==> src/rtl/zjh_scan_disp.sv <==
// zjh_scan_disp: multiplexed seven-segment scanner with shadow data, dead time and leading-zero blanking
module zjh_scan_disp #(
  parameter int DIGITS = 4,
  parameter int DIV = 4,
  parameter int SEG_ACTIVE_LOW = 0
) (
  input  logic                  Clock,
  input  logic                  Aclr,
  input  logic                  En,
  input  logic                  Load,
  input  logic [4*DIGITS-1:0]   Din,
  input  logic [DIGITS-1:0]     Dp_in,
  input  logic                  Blank_en,
  output logic [DIGITS-1:0]     Y,
  output logic [6:0]            Seg,
  output logic                  Dp,
  output logic                  Tick
);
  localparam int IW = $clog2(DIGITS);
  localparam int PW = $clog2(DIV);
  localparam logic INV = SEG_ACTIVE_LOW != 0;
  localparam logic [6:0] HEX [16] = '{
    7'b1111110, 7'b0110000, 7'b1101101, 7'b1111001,
    7'b0110011, 7'b1011011, 7'b1011111, 7'b1110000,
    7'b1111111, 7'b1111011, 7'b1110111, 7'b0011111,
    7'b1001110, 7'b0111101, 7'b1001111, 7'b1000111
  };
  logic [PW-1:0]       presc_q, presc_d;
  logic [IW-1:0]       idx_q, idx_d;
  logic [4*DIGITS-1:0] din_q, din_d;
  logic [DIGITS-1:0]   dpi_q, dpi_d, y_q, y_d, zhi;
  logic [6:0]          seg_q, seg_d;
  logic                dp_q, dp_d, lit, blank;
  logic [3:0]          nib;
  // slot timing, shadow capture and next output pattern; the tick cycle itself yields the dark gap
  always_comb begin
    Tick = En && presc_q == PW'(DIV - 1);
    presc_d = !En ? presc_q : Tick ? '0 : presc_q + 1'b1;
    idx_d = !Tick ? idx_q : idx_q == IW'(DIGITS - 1) ? '0 : idx_q + 1'b1;
    din_d = Load ? Din : din_q;
    dpi_d = Load ? Dp_in : dpi_q;
    zhi = '0;
    zhi[DIGITS-1] = din_q[4*DIGITS-1 -: 4] == 4'd0;
    for (int i = DIGITS - 2; i >= 0; i--) zhi[i] = zhi[i+1] && din_q[4*i +: 4] == 4'd0;
    nib = din_q[{idx_q, 2'b00} +: 4];
    blank = Blank_en && idx_q != '0 && zhi[idx_q];
    lit = En && !Tick;
    y_d = lit ? ~(DIGITS'(1) << idx_q) : '1;
    seg_d = (lit && !blank ? HEX[nib] : 7'd0) ^ {7{INV}};
    dp_d = (lit && dpi_q[idx_q]) ^ INV;
  end
  // state and output registers with synchronous clear
  always_ff @(posedge Clock) begin
    if (Aclr) begin
      presc_q <= '0;
      idx_q <= '0;
      din_q <= '0;
      dpi_q <= '0;
      y_q <= '1;
      seg_q <= {7{INV}};
      dp_q <= INV;
    end else begin
      presc_q <= presc_d;
      idx_q <= idx_d;
      din_q <= din_d;
      dpi_q <= dpi_d;
      y_q <= y_d;
      seg_q <= seg_d;
      dp_q <= dp_d;
    end
  end
  assign Y = y_q;
  assign Seg = seg_q;
  assign Dp = dp_q;
endmodule

==> config.mk <==
export PLATFORM = sky130hd
export DESIGN_NAME = zjh_scan_disp
export DESIGN_NICKNAME = d
export VERILOG_FILES = /design/src/rtl/zjh_scan_disp.sv
export SDC_FILE = /design/constraint.sdc
export NUM_CORES = 1
export LEC_CHECK = 0
export CAP_MARGIN = 40
export CORE_MARGIN = 8
export CORE_UTILIZATION = 50
export CTS_BUF_LIST = sky130_fd_sc_hd__clkbuf_16
export CTS_CLUSTER_DIAMETER = 40
export DETAILED_ROUTE_END_ITERATION = 8
export DONT_BUFFER_PORTS = 1
export PLACE_DENSITY = 0.76
export SLEW_MARGIN = 30
export SYNTH_ARGS = -nofsm -noshare
export SYNTH_HDL_FRONTEND = slang
export SYNTH_SLANG_ARGS = --single-unit
==> constraint.sdc <==
create_clock -name Clock -period 2.7 [get_ports Clock]
set_input_delay 0.405 -clock Clock [delete_from_list [all_inputs] [get_ports Clock]]
set_output_delay 0.405 -clock Clock [all_outputs]
set_load 0.02 [all_outputs]
# ---- Yosys cells after proc, flatten, opt, wreduce, memory -nomap -nowiden
# Memory sizes are Yosys's and may differ from the RTL's. A register that Yosys moved wholly into a read port is not among the register bits.
# Cells that the tools add are included.
dict set report totals {
  ff_bits 29
  mem_bits_ro 112
  output_inout_bits 13
  wordCells 42
  mem_count 1
}
# memory words word_bits rd rd_clocked_by_memory_dff wr line
set memory_table {}
lappend memory_table {{(no name shown)} 16 7 1 1 0 49} ;# seg_d = (lit && !blank ? HEX[nib] : 7'd0) ^ {7{INV}};
dict set report op_classes {
  n_addsub 2
  order_cmp 1
  n_eq_ne 2
  shifts 2
  n_mux 6
  bitwise 4
  reduce_logical 18
}
# operator count
set op_table {}
lappend op_table {{$logic_not A4 Y1} 4}
lappend op_table {{$shiftx A16 B5 Y4} 1}
lappend op_table {{$logic_and A1 B1 Y1} 9}
lappend op_table {{$not A4 Y5} 1}
lappend op_table {{$add A2 B1 Y2 const B} 2}
lappend op_table {{$bmux W1 S2} 2}
lappend op_table {{$eq A2 B2 Y1 const B} 2}
lappend op_table {{$mux W2} 2}
lappend op_table {{$not A4 Y4} 1}
lappend op_table {{$reduce_or A2 Y1} 2}
lappend op_table {{$shl A1 B2 Y4 const A} 1}
lappend op_table {{$lt A2 B3 Y1 const B} 1}
lappend op_table {{$logic_not A1 Y1} 2}
lappend op_table {{$mux W1} 2}
lappend op_table {{$not A1 Y1} 2}
lappend op_table {{$reduce_bool A2 Y1} 1}

# ---- Logic depth before layout (Yosys ltp)
# Gate-level depths: netlist (run 1).
dict set report depth {
  depth_word 11
  ltp_mapped 10
  depth_no_buf 8
}

# ---- Worst setup path before layout (run 1)
# No wires, ideal clock.
dict set report synth_path {
  path_type {reg-to-reg}
  startpoint {register idx_q[0]}
  endpoint {register seg_q[6] (netlist: Seg[6])}
  setup_ns 0.125
  arrival_time_ns 2.391
  setup_slack_ns 0.184
  stages_incl_launch_ff 11
  path_buffers 2
  period_less_slack_ns 2.516
  cell_sequence {dfxtp_1 > buf_6 > mux4_1 > inv_1 > ha_1 > clkbuf_1 > mux2i_1 > a2111oi_0 > a21oi_1 > o22ai_1 > nor2_1}
}
dict set report synth_via {
  elab_chain_len 7
  elab_cells_between_ends 11
  classes_between {1 x shift; 2 x mux; 2 x bitwise; 6 x reduce/logical}
}
# item line
set synth_lines {}
lappend synth_lines {{from (decl)} 29} ;# logic [IW-1:0] idx_q, idx_d;
lappend synth_lines {{from (signal assigned)} 64} ;# idx_q <= idx_d;
lappend synth_lines {{$bmux W1 S2 or $reduce_bool A2 Y1 (tied branches)} 46} ;# blank = Blank_en && idx_q != '0 && zhi[idx_q];
lappend synth_lines {{$mux W1 (not written as such) or $logic_and A1 B1 Y1 (tied branches)} 46}
lappend synth_lines {{$logic_and A1 B1 Y1} 46}
lappend synth_lines {{$logic_not A1 Y1} 49}
lappend synth_lines {{$logic_and A1 B1 Y1} 49}
lappend synth_lines {{$not A1 Y1 (no line)} -}
lappend synth_lines {{$reduce_or A2 Y1 (no line)} -}
lappend synth_lines {{to (decl)} 32} ;# logic [6:0] seg_q, seg_d;
# Parallel ways exist; a longest one is shown, timed or not. The select of a mux whose other input is x is not followed.
# A chain may end at the register's enable or synchronous reset.

# ---- Final worst setup path (run 1)
# Ends and elaborated chain as after synthesis.

==> results of run 1 <==
## cell type report
type	count	share of cell area
Clock buffer	5	0.0650
Clock inverter	3	0.00975
Inverter	5	0.00975
Multi-Input combinational cell	123	0.504
Sequential cell	36	0.374
Tap cell	46	0.0299
Timing Repair Buffer	2	0.00780
## kinds of logic (layout without fill, tap and decap cells)
logic type,Yosys count,after routing,share of synthesized area
buf+inv,14,15,0.0418
fa+ha+maj,12,12,0.0851
compound gates,20,20,0.0780
xor+xnor,1,1,0.00497
mux,39,39,0.253
flops,36,36,0.409
simple gates,51,51,0.128
## routing by layer
| metal | share of wire | vias up |
|---|---|---|
| li1 | - | 612 |
| met1 | 0.40 | 586 |
| met2 | 0.49 | 59 |
| met3 | 0.091 | 11 |
| met4 | 0.018 | 0 |
| met5 | 0 | - |
## worst max-delay path, cell delays in order (launching register included)
cell	delay, ns
sky130_fd_sc_hd__dfxtp_1	0.34
sky130_fd_sc_hd__mux4_1	0.66
sky130_fd_sc_hd__inv_1	0.18
sky130_fd_sc_hd__ha_1	0.33
sky130_fd_sc_hd__mux2i_1	0.13
sky130_fd_sc_hd__a2111oi_0	0.56
sky130_fd_sc_hd__a21oi_1	0.11
sky130_fd_sc_hd__o22ai_1	0.18
sky130_fd_sc_hd__nor2_1	0.05
## worst max-delay path by stage
stage	start	to	slack, ns	cells after the start
finish	idx_q[0]$_SDFFE_PP0P_	Seg[6]$_SDFF_PP0_	0.05	8
global route	idx_q[0]$_SDFFE_PP0P_	Seg[6]$_SDFF_PP0_	0.001	8
CTS	idx_q[0]$_SDFFE_PP0P_	Seg[6]$_SDFF_PP0_	0.12	8
detailed placement	idx_q[0]$_SDFFE_PP0P_	Seg[6]$_SDFF_PP0_	0.11	8
global placement	idx_q[0]$_SDFFE_PP0P_	Seg[6]$_SDFF_PP0_	0.40	8
floorplan	idx_q[0]$_SDFFE_PP0P_	Seg[6]$_SDFF_PP0_	0.18	10
## placed cells by master (no fill, tap or decap), types with 2 or more instances in the layout
cell type,synthesis,final
sky130_fd_sc_hd__nor2_1,29,29
sky130_fd_sc_hd__mux2i_1,33,33
sky130_fd_sc_hd__mux2_2,2,2
sky130_fd_sc_hd__nand2_1,10,10
sky130_fd_sc_hd__inv_1,5,5
sky130_fd_sc_hd__mux4_1,3,3
sky130_fd_sc_hd__ha_1,12,12
sky130_fd_sc_hd__clkbuf_16,0,5
sky130_fd_sc_hd__clkinvlp_4,0,2
sky130_fd_sc_hd__o22ai_1,3,3
sky130_fd_sc_hd__nor4_1,2,2
sky130_fd_sc_hd__nor3_1,3,3
sky130_fd_sc_hd__buf_4,1,2
sky130_fd_sc_hd__nor3b_1,3,3
sky130_fd_sc_hd__a21oi_1,5,5
sky130_fd_sc_hd__a211oi_1,4,4
sky130_fd_sc_hd__dfxtp_1,36,36
## flip-flops by register name, indices dropped and copies added (netlist names)
name	cells
dpi_q	4
Dp	1
idx_q	2
presc_q	2
Y	4
din_q	16
Seg	7
## metrics by stage
stage / area, um^2 / total power (uW) / std cells / util / hold WS, ns
final: 1930 / 1250 / 220 / 0.573 / 0.197
after global routing: 1930 / 1300 / 220 / 0.573 / 0.190
after CTS: 1930 / 1260 / 220 / 0.573 / 0.193
after detailed placement: 1780 / 722 / 212 / 0.530 / 0.482
after global placement: 1780 / 714 / 212 / 0.530 / 0.469
after floorplan: 1760 / 707 / 173 / - / 0.451
## report_power, final
group | internal (uW) | total, uW | switching (uW)
Clock | 337 | 541 | 204
Combinational | 58.2 | 116 | 58.2
Sequential | 562 | 595 | 33.5
Total | 957 | 1250 | 295
==> reports/summary.json, run 1 <==
{
  "die_h": {"value": 75.4, "unit": "um"},
  "antenna_violations_before_repair": {"value": 0},
  "clkLatencyLatePin": {"value": 0.28, "unit": "ns"},
  "grtUsageMet1": {"value": 0.138},
  "first_global_vias": {"value": 1266},
  "slew_violations": {"value": 0},
  "post_route_cells_drive_above_1_share": {"value": 0.0862},
  "fp.coreArea": {"value": 3360, "unit": "um^2"},
  "drv_cap": {"value": 0},
  "power_per_cell_area": {"value": 650, "unit": "nW/um^2"},
  "multi_input_comb_area": {"value": 970, "unit": "um^2"},
  "wl_per_cell": {"value": 16.9, "unit": "um"},
  "final-hold-violation-count": {"value": 0},
  "type_of_the_worst_min_delay_path": {"value": "in2reg"},
  "setup-violations-final": {"value": 0},
  "min_from": {"value": "Aclr"},
  "timing.critical_path.fanout_max": {"value": 8},
  "postRouteAntennaNets": {"value": 0},
  "ios": {"value": 38},
  "grt_util_met2": {"value": 0.232},
  "finalClockSkew": {"value": 0.00439, "unit": "ns"},
  "synth.top_cells.by_area": {"value": "sky130_fd_sc_hd__dfxtp_1 (41%), sky130_fd_sc_hd__mux2i_1 (19%), sky130_fd_sc_hd__ha_1 (8.5%)"},
  "ctsHoldBuffers": {"value": 0},
  "clk_pin_slew_worst_paths": {"value": 0.05, "unit": "ns"},
  "start_util": {"value": 0.525},
  "synth-edff-count": {"value": 0},
  "drt_iter0_markers": {"value": 59},
  "fp.dieArea": {"value": 5690, "unit": "um^2"},
  "actual_slew_at_the_worst_max_slew_pin": {"value": 0.637, "unit": "ns"},
  "synthMostInstantiatedCell": {"value": "sky130_fd_sc_hd__dfxtp_1"},
  "routed_via_density": {"value": 5.76},
  "r2r_end": {"value": "Seg[6]$_SDFF_PP0_"},
  "weighted_congestion_at_the_end_of_routability_driven_global_placement": {"value": 0.884},
  "place_ws": {"value": 0.107, "unit": "ns"},
  "globalRoute.totalOverflow": {"value": 0},
  "net_count_after_synthesis": {"value": 210},
  "grt_max_degree": {"value": 26},
  "worstRegToRegCells": {"value": 8},
  "finish.net_count": {"value": 210},
  "clk_root_buffer_cell": {"value": "sky130_fd_sc_hd__clkbuf_16"},
  "placementRows": {"value": 21},
  "postCtsResizedCells": {"value": 0},
  "synth_top_cells_by_count": {"value": "sky130_fd_sc_hd__dfxtp_1 (36), sky130_fd_sc_hd__mux2i_1 (33), sky130_fd_sc_hd__nor2_1 (29), sky130_fd_sc_hd__ha_1 (12), sky130_fd_sc_hd__nand2_1 (10)"},
  "tritoncts.num_buffers": {"value": 5},
  "cts_max_level": {"value": 2},
  "detailed_router_iteration_count_before_antenna_repair": {"value": 4},
  "global_route_wire_length_before_repair": {"value": 5790, "unit": "um"},
  "timing.final.crit_period": {"value": 2.65, "unit": "ns"},
  "power_leakage": {"value": 0.000829, "unit": "uW"},
  "timing.final.crit_share": {"value": 0.983},
  "gr-max-usage-layer": {"value": "met2"},
  "synthesis.area_per_instance": {"value": 10.2, "unit": "um^2"},
  "clock_sinks": {"value": 36},
  "chipWidth": {"value": 75.4, "unit": "um"},
  "synth_ff_type": {"value": "sky130_fd_sc_hd__dfxtp_1"},
  "timing.max_slew.rel_slack": {"value": 0.574},
  "kind_of_start_point_of_the_critical_path": {"value": "flop"},
  "yosysTopAreaCellShare": {"value": 0.409},
  "track_usage": {"value": 0.134},
  "post_synth_inst_count": {"value": 173},
  "synth_async_sr_flop_share": {"value": 0},
  "synth.yosys.warnings": {"value": 0},
  "number_of_vias_after_detailed_routing": {"value": 1268},
  "synth.ff_latch_count": {"value": 36},
  "mappedNetlistArea": {"value": 1760, "unit": "um^2"},
  "rrSetupSlack": {"value": 0.05, "unit": "ns"},
  "clock.fmax": {"value": 377, "unit": "MHz"},
  "hpwl": {"value": 2880, "unit": "um"},
  "cts_buffer_depth": {"value": 2},
  "n_antenna_cell": {"value": 0},
  "fillCellCount": {"value": 317},
  "critical_path.reg2reg.startpoint": {"value": "idx_q[0]$_SDFFE_PP0P_"},
  "critPathRequiredTime": {"value": 2.85, "unit": "ns"},
  "cts_tree": {"value": "done"},
  "worstHoldPathCells": {"value": 1},
  "whs_endpoint": {"value": "din_q[3]$_SDFFE_PP0P_"},
  "status": {"value": "completed"},
  "power.ir.vdd_worst": {"value": 0.000459, "unit": "V"},
  "synth_sequential_area_ratio": {"value": 0.409},
  "synth_cell_types": {"value": 32},
  "drt_drc_violations_left": {"value": 0},
  "totalNegativeSetupSlack": {"value": 0, "unit": "ns"},
  "cts_setup_buffers": {"value": 0},
  "drt-total-wl": {"value": 3710, "unit": "um"},
  "register_area": {"value": 721, "unit": "um^2"},
  "port-buffer-count": {"value": 0},
  "areaGrowthSynthToFinish": {"value": 9.15, "unit": "%"},
  "globalRouteMet3Util": {"value": 0.0592},
  "unrepaired_setup_endpoints_after_global_routing": {"value": "false"},
  "critical_path_class": {"value": "reg2reg"},
  "critical_path.endpoint_type": {"value": "flop"},
  "fin_ws": {"value": 0.0462, "unit": "ns"},
  "synth_top_cell_by_area": {"value": "sky130_fd_sc_hd__dfxtp_1"},
  "cp.arrival": {"value": 2.81, "unit": "ns"}
}
Power figures use the tool's default switching activity.
==> run 2: changes to the inputs <==
--- a/config.mk
+++ b/config.mk
@@ -6,13 +6,15 @@
 export NUM_CORES = 1
 export LEC_CHECK = 0
 export CAP_MARGIN = 40
+export CORE_ASPECT_RATIO = 1.4
 export CORE_MARGIN = 8
 export CORE_UTILIZATION = 50
 export CTS_BUF_LIST = sky130_fd_sc_hd__clkbuf_16
 export CTS_CLUSTER_DIAMETER = 40
 export DETAILED_ROUTE_END_ITERATION = 8
 export DONT_BUFFER_PORTS = 1
-export PLACE_DENSITY = 0.76
+export PLACE_DENSITY_LB_ADDON = 0.2
+export RECOVER_POWER = 25
 export SLEW_MARGIN = 30
 export SYNTH_ARGS = -nofsm -noshare
 export SYNTH_HDL_FRONTEND = slang
==> run 2 against run 1 <==
  * Wire length increased by 1.5%
  * Sequential share of layout area increased by 0.22 points
  * Largest cell class unchanged
  * Clock power decreased by 3.7%
  * Clock-buffer cell count unchanged
  * Final cell count decreased by 2.7%
  * Non-clock buffer count increased by 1
  * Global-route usage increased by 0.29 points
==> reports/summary.json, run 2 (synthesis gave the netlist of run 1 again) <==
{
  "wl_per_cell": {"value": 17.6, "unit": "um", "change": "was 16.9 um"},
  "status": {"value": "completed", "change": "unchanged"},
  "slew_violations": {"value": 0, "change": "unchanged"},
  "max_ffs_per_register": {"value": 16, "change": "unchanged"},
  "unrepaired_setup_endpoints_after_global_routing": {"value": "false", "change": "unchanged"},
  "power_leakage": {"value": 0.000836, "unit": "uW", "change": "was 0.000829 uW"},
  "postCtsResizedCells": {"value": 0, "change": "unchanged"},
  "rrSetupSlack": {"value": 0.29, "unit": "ns", "change": "was 0.05 ns"},
  "critical_path_class": {"value": "reg2reg", "change": "unchanged"},
  "fp.dieArea": {"value": 5710, "unit": "um^2", "change": "was 5690 um^2"},
  "hpwl": {"value": 2900, "unit": "um", "change": "was 2880 um"},
  "clkLatencyLatePin": {"value": 0.27, "unit": "ns", "change": "was 0.28 ns"},
  "finalClockSkew": {"value": 0.00479, "unit": "ns", "change": "was 0.00439 ns"},
  "kind_of_start_point_of_the_critical_path": {"value": "flop", "change": "unchanged"},
  "port-buffer-count": {"value": 0, "change": "unchanged"},
  "critPathRequiredTime": {"value": 2.85, "unit": "ns", "change": "about the same"},
  "ctsHoldBuffers": {"value": 0, "change": "unchanged"},
  "number_of_vias_after_detailed_routing": {"value": 1222, "change": "was 1268"},
  "timing.max_slew.rel_slack": {"value": 0.703, "change": "was 0.574"},
  "p_total": {"value": 1230, "unit": "uW", "change": "was 1250 uW"},
  "critical_path.endpoint_type": {"value": "flop", "change": "unchanged"},
  "setup-violations-final": {"value": 0, "change": "unchanged"},
  "largest_register": {"value": "din_q", "change": "unchanged"},
  "die_h": {"value": 86.3, "unit": "um", "change": "was 75.4 um"},
  "detailed_router_iteration_count_before_antenna_repair": {"value": 4, "change": "unchanged"},
  "power_per_cell_area": {"value": 645, "unit": "nW/um^2", "change": "was 650 nW/um^2"},
  "timing.final.crit_share": {"value": 0.894, "change": "was 0.983"},
  "globalRoute.totalOverflow": {"value": 0, "change": "unchanged"},
  "drt-total-wl": {"value": 3770, "unit": "um", "change": "was 3710 um"},
  "n_antenna_cell": {"value": 0, "change": "unchanged"},
  "power.ir.vdd_worst": {"value": 0.000515, "unit": "V", "change": "was 0.000459 V"},
  "first_global_vias": {"value": 1222, "change": "was 1266"},
  "tritoncts.num_buffers": {"value": 5, "change": "unchanged"},
  "antenna_violations_before_repair": {"value": 0, "change": "unchanged"},
  "placementRows": {"value": 25, "change": "was 21"},
  "drt_drc_violations_left": {"value": 0, "change": "unchanged"},
  "cts_setup_buffers": {"value": 0, "change": "unchanged"},
  "most-common-layout-cells": {"value": "sky130_fd_sc_hd__dfxtp_1 (36), sky130_fd_sc_hd__mux2i_1 (33), sky130_fd_sc_hd__nor2_1 (29)", "change": "unchanged"},
  "cts_max_level": {"value": 2, "change": "unchanged"},
  "global_route_wire_length_before_repair": {"value": 6140, "unit": "um", "change": "was 5790 um"},
  "track_usage": {"value": 0.137, "change": "was 0.134"},
  "timing.critical_path.fanout_max": {"value": 8, "change": "unchanged"},
  "clk_pin_slew_worst_paths": {"value": 0.05, "unit": "ns", "change": "about the same"},
  "ios": {"value": 38, "change": "unchanged"},
  "clk_root_buffer_cell": {"value": "sky130_fd_sc_hd__clkbuf_16", "change": "unchanged"},
  "totalNegativeSetupSlack": {"value": 0, "unit": "ns", "change": "unchanged"},
  "clock.fmax": {"value": 414, "unit": "MHz", "change": "was 377 MHz"},
  "grt_max_degree": {"value": 26, "change": "unchanged"},
  "chipWidth": {"value": 66.2, "unit": "um", "change": "was 75.4 um"},
  "finish.net_count": {"value": 211, "change": "was 210"},
  "final-hold-violation-count": {"value": 0, "change": "unchanged"},
  "timing.final.crit_period": {"value": 2.41, "unit": "ns", "change": "was 2.65 ns"},
  "type_of_the_worst_min_delay_path": {"value": "in2reg", "change": "unchanged"},
  "drv_cap": {"value": 0, "change": "unchanged"},
  "leading_cell_type_in_the_layout_fill_and_taps_excluded": {"value": "sky130_fd_sc_hd__dfxtp_1", "change": "unchanged"},
  "areaGrowthSynthToFinish": {"value": 8.51, "unit": "%", "change": "was 9.15%"},
  "actual_slew_at_the_worst_max_slew_pin": {"value": 0.433, "unit": "ns", "change": "was 0.637 ns"},
  "start_util": {"value": 0.522, "change": "was 0.525"},
  "cts_buffer_depth": {"value": 2, "change": "unchanged"},
  "clock_sinks": {"value": 36, "change": "unchanged"},
  "post_route_cells_drive_above_1_share": {"value": 0.0805, "change": "was 0.0862"},
  "cts_tree": {"value": "done", "change": "unchanged"},
  "fp.coreArea": {"value": 3380, "unit": "um^2", "change": "was 3360 um^2"},
  "postRouteAntennaNets": {"value": 0, "change": "unchanged"},
  "routed_via_density": {"value": 5.71, "change": "was 5.76"},
  "cp.arrival": {"value": 2.56, "unit": "ns", "change": "was 2.81 ns"},
  "drt_iter0_markers": {"value": 28, "change": "was 59"},
  "weighted_congestion_at_the_end_of_routability_driven_global_placement": {"value": 0.791, "change": "was 0.884"}
}
==> run 2: metal layers <==
layer | track usage | wire [um] | vias up
li1 | - | - | 611
met1 | 0.145 | 1560 | 582
met2 | 0.242 | 1930 | 27
met3 | 0.0516 | 244 | 2
met4 | 0.0409 | 36 | 0
met5 | 0 | 0 | -
==> run 2: per-stage QoR <==
stage	util	std cells	setup WS [ns]	hold slack, ns	area (um^2)
2_1_floorplan	-	173	0.184	0.451	1760
3_3_place_gp	0.527	207	0.371	0.471	1780
3_5_place_dp	0.527	207	0.292	0.480	1780
4_1_cts	0.567	214	0.279	0.191	1910
5_1_grt	0.567	214	0.0559	0.187	1910
6_report	0.567	214	0.287	0.193	1910
==> run 2: final timing paths <==
| path | startpoint | to | cells past startpoint |
|---|---|---|---|
| max reg2reg | idx_q[0]$_SDFFE_PP0P_ | Seg[6]$_SDFF_PP0_ | 8 |
| max | idx_q[0]$_SDFFE_PP0P_ | Seg[6]$_SDFF_PP0_ | 8 |
| min | Aclr | idx_q[1]$_SDFFE_PP0P_ | 1 |
| min reg2reg | dpi_q[0]$_SDFFE_PP0P_ | dpi_q[0]$_SDFFE_PP0P_ | 2 |
==> run 2: final cells by class <==
| type | instances | area, um^2 |
|---|---|---|
| Tap cell | 40 | 50.0 |
| Multi-Input combinational cell | 123 | 970 |
| Fill cell | 302 | 1460 |
| Sequential cell | 36 | 721 |
| Inverter | 5 | 18.8 |
| Clock inverter | 2 | 7.51 |
| Clock buffer | 5 | 125 |
| Timing Repair Buffer | 3 | 22.5 |
==> run 2: where the power goes <==
part | internal (uW) | switching [uW] | leakage (uW)
Sequential | 562 | 33.7 | 0.000296
Combinational | 59.2 | 57.8 | 0.000474
Clock | 329 | 192 | 0.0000648
Total | 950 | 284 | 0.000836
==> run 2: critical path, cell delays in order, from the launching register on <==
cell and delay (ns):
sky130_fd_sc_hd__dfxtp_1 0.33, sky130_fd_sc_hd__mux4_1 0.66, sky130_fd_sc_hd__inv_1 0.17, sky130_fd_sc_hd__ha_1 0.33
sky130_fd_sc_hd__mux2i_1 0.12, sky130_fd_sc_hd__a2111oi_0 0.41, sky130_fd_sc_hd__a21oi_1 0.07, sky130_fd_sc_hd__o22ai_1 0.15
sky130_fd_sc_hd__nor2_1 0.05
==> run 3: changes to the inputs <==
--- a/config.mk
+++ b/config.mk
@@ -13,6 +13,7 @@
 export CTS_CLUSTER_DIAMETER = 40
 export DETAILED_ROUTE_END_ITERATION = 8
 export DONT_BUFFER_PORTS = 1
+export HOLD_SLACK_MARGIN = 0.06
 export PLACE_DENSITY_LB_ADDON = 0.2
 export RECOVER_POWER = 25
 export SLEW_MARGIN = 30
==> results of run 3 <==
No change in the layout: final DEF, timing and power equal those of run 2.
